## src/rtl/window_sorter_if.sv

```systemverilog
// Command/register-port bundle between the sort controller and window_sorter.
interface window_sorter_if #(
  parameter int WIDTH = 4,
  parameter int DEPTH = 8,
  parameter int MAXC  = 6
) ();
  localparam int AW = $clog2(DEPTH);
  localparam int CW = $clog2(MAXC + 1);

  logic             wr_en;
  logic [AW-1:0]    wr_addr;
  logic [WIDTH-1:0] wr_data;
  logic [AW-1:0]    rd_addr;
  logic [WIDTH-1:0] rd_data;
  logic             start;
  logic [AW-1:0]    src;
  logic [AW-1:0]    dst;
  logic [CW-1:0]    count;
  logic             desc;
  logic             busy;
  logic             done;
  logic             err;

  modport master (
    output wr_en, wr_addr, wr_data, rd_addr, start, src, dst, count, desc,
    input  rd_data, busy, done, err
  );

  modport slave (
    input  wr_en, wr_addr, wr_data, rd_addr, start, src, dst, count, desc,
    output rd_data, busy, done, err
  );
endinterface

```

## src/rtl/window_sorter.sv

```systemverilog
// Register-window sorter: copies a window of the register file into a private
// buffer, sorts it with an odd-even transposition network (one pass per
// cycle), and writes it back to a destination window.

// One compare-exchange lane of the transposition network.
module window_sorter_cmpx #(
  parameter int W = 4
) (
  input  logic [W-1:0] a,
  input  logic [W-1:0] b,
  input  logic         en,
  input  logic         desc,
  output logic         swap
);
  assign swap = en & (desc ? (a < b) : (a > b));
endmodule

module window_sorter #(
  parameter int WIDTH = 4,
  parameter int DEPTH = 8,
  parameter int MAXC  = 6
) (
  input  logic           clk,
  input  logic           rst_n,
  window_sorter_if.slave bus
);
  localparam int AW  = $clog2(DEPTH);
  localparam int CW  = $clog2(MAXC + 1);
  localparam int AW1 = AW + 1;
  // Range checks are done wide enough that neither operand nor sum wraps.
  localparam int SW  = ((AW > CW) ? AW : CW) + 1;
  localparam logic [SW-1:0]  DEPTH_S = SW'(DEPTH);
  localparam logic [SW-1:0]  MAXC_S  = SW'(MAXC);
  localparam logic [AW1-1:0] DEPTH_A = AW1'(DEPTH);

  typedef enum logic [2:0] {IDLE, LOAD, SORT, STORE, DONE} state_e;

  state_e                       state_q, state_d;
  logic [CW-1:0]                k_q, k_d;
  logic [AW-1:0]                src_q, dst_q;
  logic [CW-1:0]                cnt_q;
  logic                         desc_q, rej_q;
  logic [DEPTH-1:0][WIDTH-1:0]  rf;
  logic [MAXC-1:0][WIDTH-1:0]   sbuf, sbuf_nxt;
  logic [MAXC-2:0]              swap;
  logic [SW-1:0]                src_end, dst_end;
  logic                         reject, last;
  logic [AW-1:0]                rd_ptr, wr_ptr;

  assign src_end = SW'(bus.src) + SW'(bus.count);
  assign dst_end = SW'(bus.dst) + SW'(bus.count);
  assign reject  = (bus.count == '0) || (SW'(bus.count) > MAXC_S) ||
                   (src_end > DEPTH_S) || (dst_end > DEPTH_S);

  // k doubles as LOAD/STORE index and SORT pass number.
  assign last   = (k_q == cnt_q - CW'(1));
  assign rd_ptr = src_q + AW'(k_q);
  assign wr_ptr = dst_q + AW'(k_q);

  assign bus.rd_data = ({1'b0, bus.rd_addr} < DEPTH_A) ? rf[bus.rd_addr] : '0;
  assign bus.busy    = (state_q != IDLE);
  assign bus.done    = (state_q == DONE);
  assign bus.err     = (state_q == DONE) && rej_q;

  // One lane per adjacent pair; only lanes matching the pass parity and
  // lying fully inside the window may swap.
  for (genvar i = 0; i < MAXC - 1; i++) begin : g_lane
    localparam logic          PAR = 1'(i % 2);
    localparam logic [CW-1:0] HI  = CW'(i + 1);
    logic en;
    assign en = (state_q == SORT) && (k_q[0] == PAR) && (HI < cnt_q);
    window_sorter_cmpx #(.W(WIDTH)) u_cmpx (
      .a    (sbuf[i]),
      .b    (sbuf[i+1]),
      .en   (en),
      .desc (desc_q),
      .swap (swap[i])
    );
  end

  // Apply one transposition pass; active pairs in a pass are disjoint.
  always_comb begin
    sbuf_nxt = sbuf;
    for (int i = 0; i < MAXC - 1; i++) begin
      if (swap[i]) begin
        sbuf_nxt[i]   = sbuf[i+1];
        sbuf_nxt[i+1] = sbuf[i];
      end
    end
  end

  // State and step-counter register.
  always_ff @(posedge clk or negedge rst_n) begin
    if (!rst_n) begin
      state_q <= IDLE;
      k_q     <= '0;
    end else begin
      state_q <= state_d;
      k_q     <= k_d;
    end
  end

  // Next-state: each working phase lasts exactly count cycles.
  always_comb begin
    state_d = state_q;
    k_d     = k_q;
    unique case (state_q)
      IDLE: begin
        if (bus.start) begin
          k_d     = '0;
          state_d = reject ? DONE : LOAD;
        end
      end
      LOAD: begin
        if (last) begin
          k_d     = '0;
          state_d = SORT;
        end else begin
          k_d = k_q + CW'(1);
        end
      end
      SORT: begin
        if (last) begin
          k_d     = '0;
          state_d = STORE;
        end else begin
          k_d = k_q + CW'(1);
        end
      end
      STORE: begin
        if (last) begin
          k_d     = '0;
          state_d = DONE;
        end else begin
          k_d = k_q + CW'(1);
        end
      end
      DONE:    state_d = IDLE;
      default: state_d = IDLE;
    endcase
  end

  // Register file, buffer and latched command; external writes only in IDLE,
  // so a write sampled with start lands before LOAD reads it.
  always_ff @(posedge clk or negedge rst_n) begin
    if (!rst_n) begin
      rf     <= '0;
      sbuf   <= '0;
      src_q  <= '0;
      dst_q  <= '0;
      cnt_q  <= '0;
      desc_q <= 1'b0;
      rej_q  <= 1'b0;
    end else begin
      unique case (state_q)
        IDLE: begin
          if (bus.wr_en && ({1'b0, bus.wr_addr} < DEPTH_A))
            rf[bus.wr_addr] <= bus.wr_data;
          if (bus.start) begin
            src_q  <= bus.src;
            dst_q  <= bus.dst;
            cnt_q  <= bus.count;
            desc_q <= bus.desc;
            rej_q  <= reject;
          end
        end
        LOAD:    sbuf[k_q]  <= rf[rd_ptr];
        SORT:    sbuf       <= sbuf_nxt;
        STORE:   rf[wr_ptr] <= sbuf[k_q];
        default: ;
      endcase
    end
  end
endmodule
```

## src/flat_wrapper.sv

```systemverilog
// flat-port wrapper written by rule: the top's interface ports become plain ports
module window_sorter_flat 
#(
  parameter int WIDTH = 4,
  parameter int DEPTH = 8,
  parameter int MAXC  = 6
)
  (clk, rst_n, bus_wr_en, bus_wr_addr, bus_wr_data, bus_rd_addr, bus_start, bus_src, bus_dst, bus_count, bus_desc, bus_rd_data, bus_busy, bus_done, bus_err);
  window_sorter_if #(.WIDTH(WIDTH), .DEPTH(DEPTH), .MAXC(MAXC)) bus_i ();
  input  logic clk;
  input  logic rst_n;
  input wire logic [$bits(bus_i.wr_en)-1:0] bus_wr_en;
  input wire logic [$bits(bus_i.wr_addr)-1:0] bus_wr_addr;
  input wire logic [$bits(bus_i.wr_data)-1:0] bus_wr_data;
  input wire logic [$bits(bus_i.rd_addr)-1:0] bus_rd_addr;
  input wire logic [$bits(bus_i.start)-1:0] bus_start;
  input wire logic [$bits(bus_i.src)-1:0] bus_src;
  input wire logic [$bits(bus_i.dst)-1:0] bus_dst;
  input wire logic [$bits(bus_i.count)-1:0] bus_count;
  input wire logic [$bits(bus_i.desc)-1:0] bus_desc;
  output wire logic [$bits(bus_i.rd_data)-1:0] bus_rd_data;
  output wire logic [$bits(bus_i.busy)-1:0] bus_busy;
  output wire logic [$bits(bus_i.done)-1:0] bus_done;
  output wire logic [$bits(bus_i.err)-1:0] bus_err;
  assign bus_i.wr_en = bus_wr_en;
  assign bus_i.wr_addr = bus_wr_addr;
  assign bus_i.wr_data = bus_wr_data;
  assign bus_i.rd_addr = bus_rd_addr;
  assign bus_i.start = bus_start;
  assign bus_i.src = bus_src;
  assign bus_i.dst = bus_dst;
  assign bus_i.count = bus_count;
  assign bus_i.desc = bus_desc;
  assign bus_rd_data = bus_i.rd_data;
  assign bus_busy = bus_i.busy;
  assign bus_done = bus_i.done;
  assign bus_err = bus_i.err;
  window_sorter #(.WIDTH(WIDTH), .DEPTH(DEPTH), .MAXC(MAXC)) u_core (.clk(clk), .rst_n(rst_n), .bus(bus_i));
endmodule
```

## config.mk

```make
export PLATFORM = sky130hd
export DESIGN_NAME = window_sorter_flat
export DESIGN_NICKNAME = d
export VERILOG_FILES = /design/src/rtl/window_sorter_if.sv /design/src/rtl/window_sorter.sv /design/src/flat_wrapper.sv
export SDC_FILE = /design/constraint.sdc
export NUM_CORES = 1
export LEC_CHECK = 0
export BUFFER_PORTS_ARGS = -buffer_cell sky130_fd_sc_hd__buf_4
export CAP_MARGIN = 10
export CORE_MARGIN = 10
export CORE_UTILIZATION = 35
export DETAILED_ROUTE_END_ITERATION = 7
export HOLD_SLACK_MARGIN = 0.03
export PLACE_DENSITY = 0.58
export SLEW_MARGIN = 5
export SYNTH_ARGS = -nofsm -noshare
export SYNTH_HDL_FRONTEND = slang
export SYNTH_SLANG_ARGS = --single-unit
```

## constraint.sdc

```tcl
create_clock -name clk -period 4.8 [get_ports clk]
set_input_delay 0.48 -clock clk [delete_from_list [all_inputs] [get_ports clk]]
set_output_delay 0.48 -clock clk [all_outputs]
set_load 0.02 [all_outputs]
```

# --- After elaboration in Yosys (flattened, before gate mapping) ---
# Cells that the tools add are included.
op_classes:
  add_sub_neg: 6
  n_mul: 0
  div_mod_pow: 0
  order_cmp: 26
  n_eq_ne: 16
  n_shift: 0
  n_mux: 37
  bitwise_logic: 6
  n_reduce_logical: 31
op_table:
  columns: ["operator", "n"]
  rows:
  - ["32-bit bitwise mux", 2]
  - ["32-bit one-hot mux with 2 select lines", 1]
  - ["24-bit one-hot mux with 2 select lines", 1]
  - ["8-bit 2-to-1 mux", 5]
  - ["4-bit binary-select mux with 3-bit select", 3]
  - ["4-bit demux with 3-bit select", 3]
  - ["32-bit 2-to-1 mux", 1]
  - ["24-bit bitwise mux", 1]
  - ["4-bit 2-to-1 mux", 6]
  - ["3-bit 2-to-1 mux", 7]
  - ["4-bit > comparator", 5]
  - ["3-bit by 4-bit less-than comparator with 1-bit output, second input constant", 5]
  - ["4-bit less-than comparator", 5]
  - ["2-bit AND reduction", 9]
  - ["3-bit != test, second input constant", 4]
  - ["3-bit one-hot mux with 4 select lines", 1]
  - ["1-bit logical AND", 11]
  - ["3-bit by 1-bit >= comparator with 1-bit output, second input constant", 3]
  - ["3-bit by 3-bit adder with 4-bit output", 2]
  - ["4-bit > comparator, second input constant", 2]
  - ["2-bit != test, second input constant", 4]
  - ["3-bit adder", 2]
  - ["3-bit by 2-bit equality test with 1-bit output, second input constant", 2]
  - ["3-bit logical NOT", 2]
  - ["other kinds (19)", 35]
word_totals:
  regBits: 73
  latchBits: 0
  ramBits: 0
  romBits: 0
  input_bits: 24
  mem_count: 0

# --- Logic depth before layout (Yosys ltp) ---
depth:
  word_depth: 10
  depth_mapped: 10
  mapped_depth_nobuf: 10

# --- Modules after synthesis ---
# Synthesis repeated with hierarchy kept, for this count alone.
unflattened:
  cells_unflattened: 568
  area_unflattened_um2: 5415.2
modules_own_cells:
  columns: ["mod", "n_inst", "cells_per_inst", "area_per_inst_um2"]
  rows:
  - ["window_sorter", 1, 493, 4845.9]
  - ["window_sorter_cmpx", 5, 15, 113.9]

# --- Worst setup path after synthesis ---
# Ideal clock, no wire load.
synth_path:
  path_kind: "reg-to-reg"
  start: "register u_core.k_q[1]"
  end: "register u_core.rf[16] (netlist bit)"
  arrival_ns: 2.576
  required_time_ns: 4.710
  slack_ns: 2.134
  stages_incl_launch_ff: 10
  n_path_buf: 1
  period_less_slack_ns: 2.666
  path_cell_list: "dfrtp_1 clkbuf_1 inv_1 fa_1 xnor2_4 xor2_2 nand3_4 a2111oi_4 inv_2 o221ai_1"
synth_between:
  elab_chain_len: 7
synth_rtl:
  columns: ["item", "line", "source"]
  rows:
  - ["start, declared", "window_sorter.sv:39", "logic [CW-1:0] k_q, k_d;"]
  - ["start signal, assigned", "window_sorter.sv:99", "k_q <= k_d;"]
  - ["3-bit adder", "window_sorter.sv:58", "assign wr_ptr = dst_q + AW'(k_q);"]
  - ["3-bit by 4-bit less-than comparator with 1-bit output (not written as such) / 3-bit by 1-bit >= comparator with 1-bit output (equally long branches)", "window_sorter.sv:169", "STORE: rf[wr_ptr] <= sbuf[k_q];"]
  - ["1-bit logical AND (not written as such)", "window_sorter.sv:169", null]
  - ["4-bit 2-to-1 mux (not written as such)", "window_sorter.sv:169", null]
  - ["4-bit demux with 3-bit select", null, null]
  - ["32-bit bitwise mux *", "window_sorter.sv:169", null]
  - ["32-bit one-hot mux with 2 select lines *", "window_sorter.sv:155", "unique case (state_q)"]
  - ["end signal, assigned by index", "window_sorter.sv:158", "rf[bus.wr_addr] <= bus.wr_data;"]
  - ["end signal, assigned by index", "window_sorter.sv:169", null]
  - ["end, declared", "window_sorter.sv:43", "logic [DEPTH-1:0][WIDTH-1:0] rf;"]
# Every way passes the cells marked *; elsewhere a longest branch is shown, timed or not. The select of a mux whose other input is x is not followed.
# A chain may end at the register's enable or synchronous reset.

# --- Worst setup path after layout ---
layout_path:
  start: "register u_core.k_q[0]"
  end: "register u_core.sbuf[12] (netlist bit)"
layout_between:
  elab_chain_len: 6
layout_rtl:
  columns: ["item", "line", "source"]
  rows:
  - ["parallel branches: the longest is 6 deep, another holds 3-bit adder", null, null]
  - ["end signal, assigned by index", "window_sorter.sv:167", "LOAD: sbuf[k_q] <= rf[rd_ptr];"]
  - ["end signal, assigned", "window_sorter.sv:168", "SORT: sbuf <= sbuf_nxt;"]
  - ["end, declared", "window_sorter.sv:44", "logic [MAXC-1:0][WIDTH-1:0] sbuf, sbuf_nxt;"]
# Several ways; the timed one is not identified. The select of a mux whose other input is x is not followed.

==> key figures <==
Run status
  – Result of the run: finished clean

Clock network
  – Max Buffers Root-to-Sink: 2
  – H-tree level count: 3
  – CTS sink cnt: 73
  – TritonCTS clock tree: built
  – CTS buffer count: 9
  – Postcts setup bufs: 0
  – Clock root buffer: clkbuf_16
  – Worst-path clk slew: 0.06 ns
  – PostCTS Resize Cnt: 0
  – Skew-Pair Late Insertion Delay: 0.35 ns
  – Hold buffers post-CTS: 0

Worst setup path
  – Crit path max-delay family: multiplexers
  – CP Capture Type: register
  – CP Cell Sequence: buf_4 -> ha_1 -> fa_1 -> mux4_2 -> mux2i_1 -> nor2_1 -> a221oi_1 -> mux2i_1
  – Critical path's slowest cell: fa_1
  – Crit path arrival time: 3.49 ns
  – Critical Path RT: 5.01 ns
  – Most frequent CP cell: mux2i_1
  – Critical path buffer and inverter count: 1
  – CP startpoint kind: register
  – CP peak stage delay: 0.75 ns
  – CP max FO: 25
  – Worst Setup Path Type: reg -> reg

Hold path
  – Hold Crit Class: in -> async

Floorplan
  – Starting Density: 36.2%
  – Rows: 44
  – Core area: 14700 sq um
  – Die area: 20500 sq um
  – Die W: 143 microns
  – Top Ports: 31
  – Die extent in y: 143 microns

STA
  – Final Slew Violations: 0
  – Setup slack after layout: 1.52 ns
  – RSZ-0062 raised after global routing: false
  – Relative slew slack: 17.2%
  – Maximum clock frequency: 0.305 GHz
  – Min Hold Slack: 0.276 ns
  – Final Cycle Share: 68.4%
  – Final hold viol count: 0
  – Final Setup Violations: 0
  – Setup tns final: 0 ns
  – Fin crit period: 3.28 ns
  – Setup Skew: 0.00887 ns
  – Slew at the pin closest to its max-slew limit: 1.24 ns

Cells and area
  – NumNets Final: 604
  – Area of the multi-input gates: 3250 sq um
  – Synth-to-Final Area Change: 12.2%
  – Register area: 1830 sq um
  – Ant diodes: 0
  – Non-filler cells, final: 733
  – Filler instances: 1419
  – Layout cells sized above 1: 18.2%

Route
  – Number of routed nets with antenna violations: 0
  – Initial drt markers: 390
  – Vias per Instance: 6.13
  – DRC: 0
  – Drt wl/cell: 20.8 microns
  – Total Wirelength: 15300 microns
  – Via count: 4492
  – Length of the first detailed-routing pass in iterations: 6

Synth
  – Synth top area share: 34.4%
  – Synth warnings: 0
  – Post-synth EDFFs: 0
  – Most numerous cell in the Yosys netlist: dfrtp_1
  – Unique masters post-synth: 69
  – Seq cells post-synth: 73
  – Register area share after synthesis: 34.4%
  – Synth top area cells: dfrtp_1, ha_1, mux4_2, mux2i_1, o221ai_1
  – Top cells by count, synth: dfrtp_1, nand2_1, nor2_1
  – Syn Area/Cell: 10.1 sq um
  – Yosys top cell by area: dfrtp_1
  – Asr flop ratio synth: 100%
  – Net Count, Synth: 583
  – Ys flop type: dfrtp_1
  – Post-Synthesis Cell Area: 5320 sq um
  – Syn Inst Count: 524

Pwr
  – Maximum VDD drop: 0.000545 V
  – PwrDens: 757 nW/um^2
  – Static Leakage: 2.50 nW

Placed design
  – Gpl congestion: 0.909
  – Post-DP HPWL: 11300 microns
  – Cell Count Post-Placement: 718
  – Setup WS pre-CTS: 1.50 ns
  – I/O Buffers: 30

GRT
  – Initial antenna violation count: 0
  – Vias in the first global route: 4567
  – Total GRT Usage: 15.4%
  – Remaining Overflow, GRT: 0
  – Pin count of the biggest net entering global routing: 74
  – First-pass GRT wire length: 25000 microns

Job
  – Max cap viols: 0
[where the power goes]
group          switching, mW  total [mW]  internal (mW)  leakage (nW)
combinational           1.47        2.57           1.10          1.44
sequential             0.389        1.27          0.882         0.928
clock                  0.276       0.678          0.402         0.138
[per-layer routing]
layer  up-vias  share of wire, %  track usage, %
met4         0               2.4            5.91
li1       2042                 -               -
met3        32               6.2            2.85
met1      2233                45            20.6
met5         -                 0               0
met2       185                47            24.2
[logic make-up after synthesis]
group / after synthesis / share of synthesized area (%)
muxes: 59 / 15.8
AOI/OAI and AO/OA: 139 / 19.9
and+or+nand+nor: 152 / 14.1
adders and majority gates: 35 / 8.80
DFF: 73 / 34.4
xor gates and xnor gates: 11 / 2.59
buffers and inverters: 55 / 4.47
[metrics by stage]
step | total power [mW] | instance area, sq um | utilization (%)
floorplan | 3.07 | 5320 | -
global placement | 3.72 | 5670 | 38.6
detailed placement | 3.82 | 5670 | 38.6
CTS | 4.51 | 5970 | 40.6
global route | 4.84 | 5970 | 40.6
finish | 4.52 | 5970 | 40.6
[layout make-up]
type                    instances  share of cell area, %
multi-input cells             396                   54.5
flip-flops and latches         73                   30.6
repair buffers                 32                   4.03
well taps                     184                   3.86
clock buffers                   9                   3.78
inverters                      33                   2.10
clock inverters                 6                   1.13
[placed cells by master, fill, tap and decap left out, types with 17 or more instances in the layout]
cell type  synthesis  layout
dfrtp_1           73      73
nand2_1           54      54
mux2i_1           24      24
inv_1             31      31
a21oi_1           27      27
mux4_2            17      17
ha_1              31      31
mux2_2            17      17
buf_4              2      32
o221ai_1          25      25
nor2_1            34      34
[flip-flops by register name, summed over array words and instances, names as in the netlist]
register	cells
u_core.sbuf	24
u_core.state_q	3
u_core.dst_q	3
u_core.desc_q	1
u_core.rf	32
u_core.rej_q	1
u_core.src_q	3
u_core.k_q	3
u_core.cnt_q	3
[final timing paths]
kind                                     from               to  slack (ns)  cells after the start
worst max-delay path            u_core.k_q[0]  u_core.sbuf[12]        1.52                      8
worst min-delay path                    rst_n   u_core.sbuf[7]        0.28                      1
worst max register to register  u_core.k_q[0]  u_core.sbuf[12]        1.52                      8
worst min register to register   u_core.rf[6]     u_core.rf[6]        0.52                      2
max in group asynchronous               rst_n     u_core.rf[2]        3.91                      1
min in group clk                     bus_desc    u_core.desc_q        0.37                      2
Note: power is estimated with default switching activity, not from simulation.
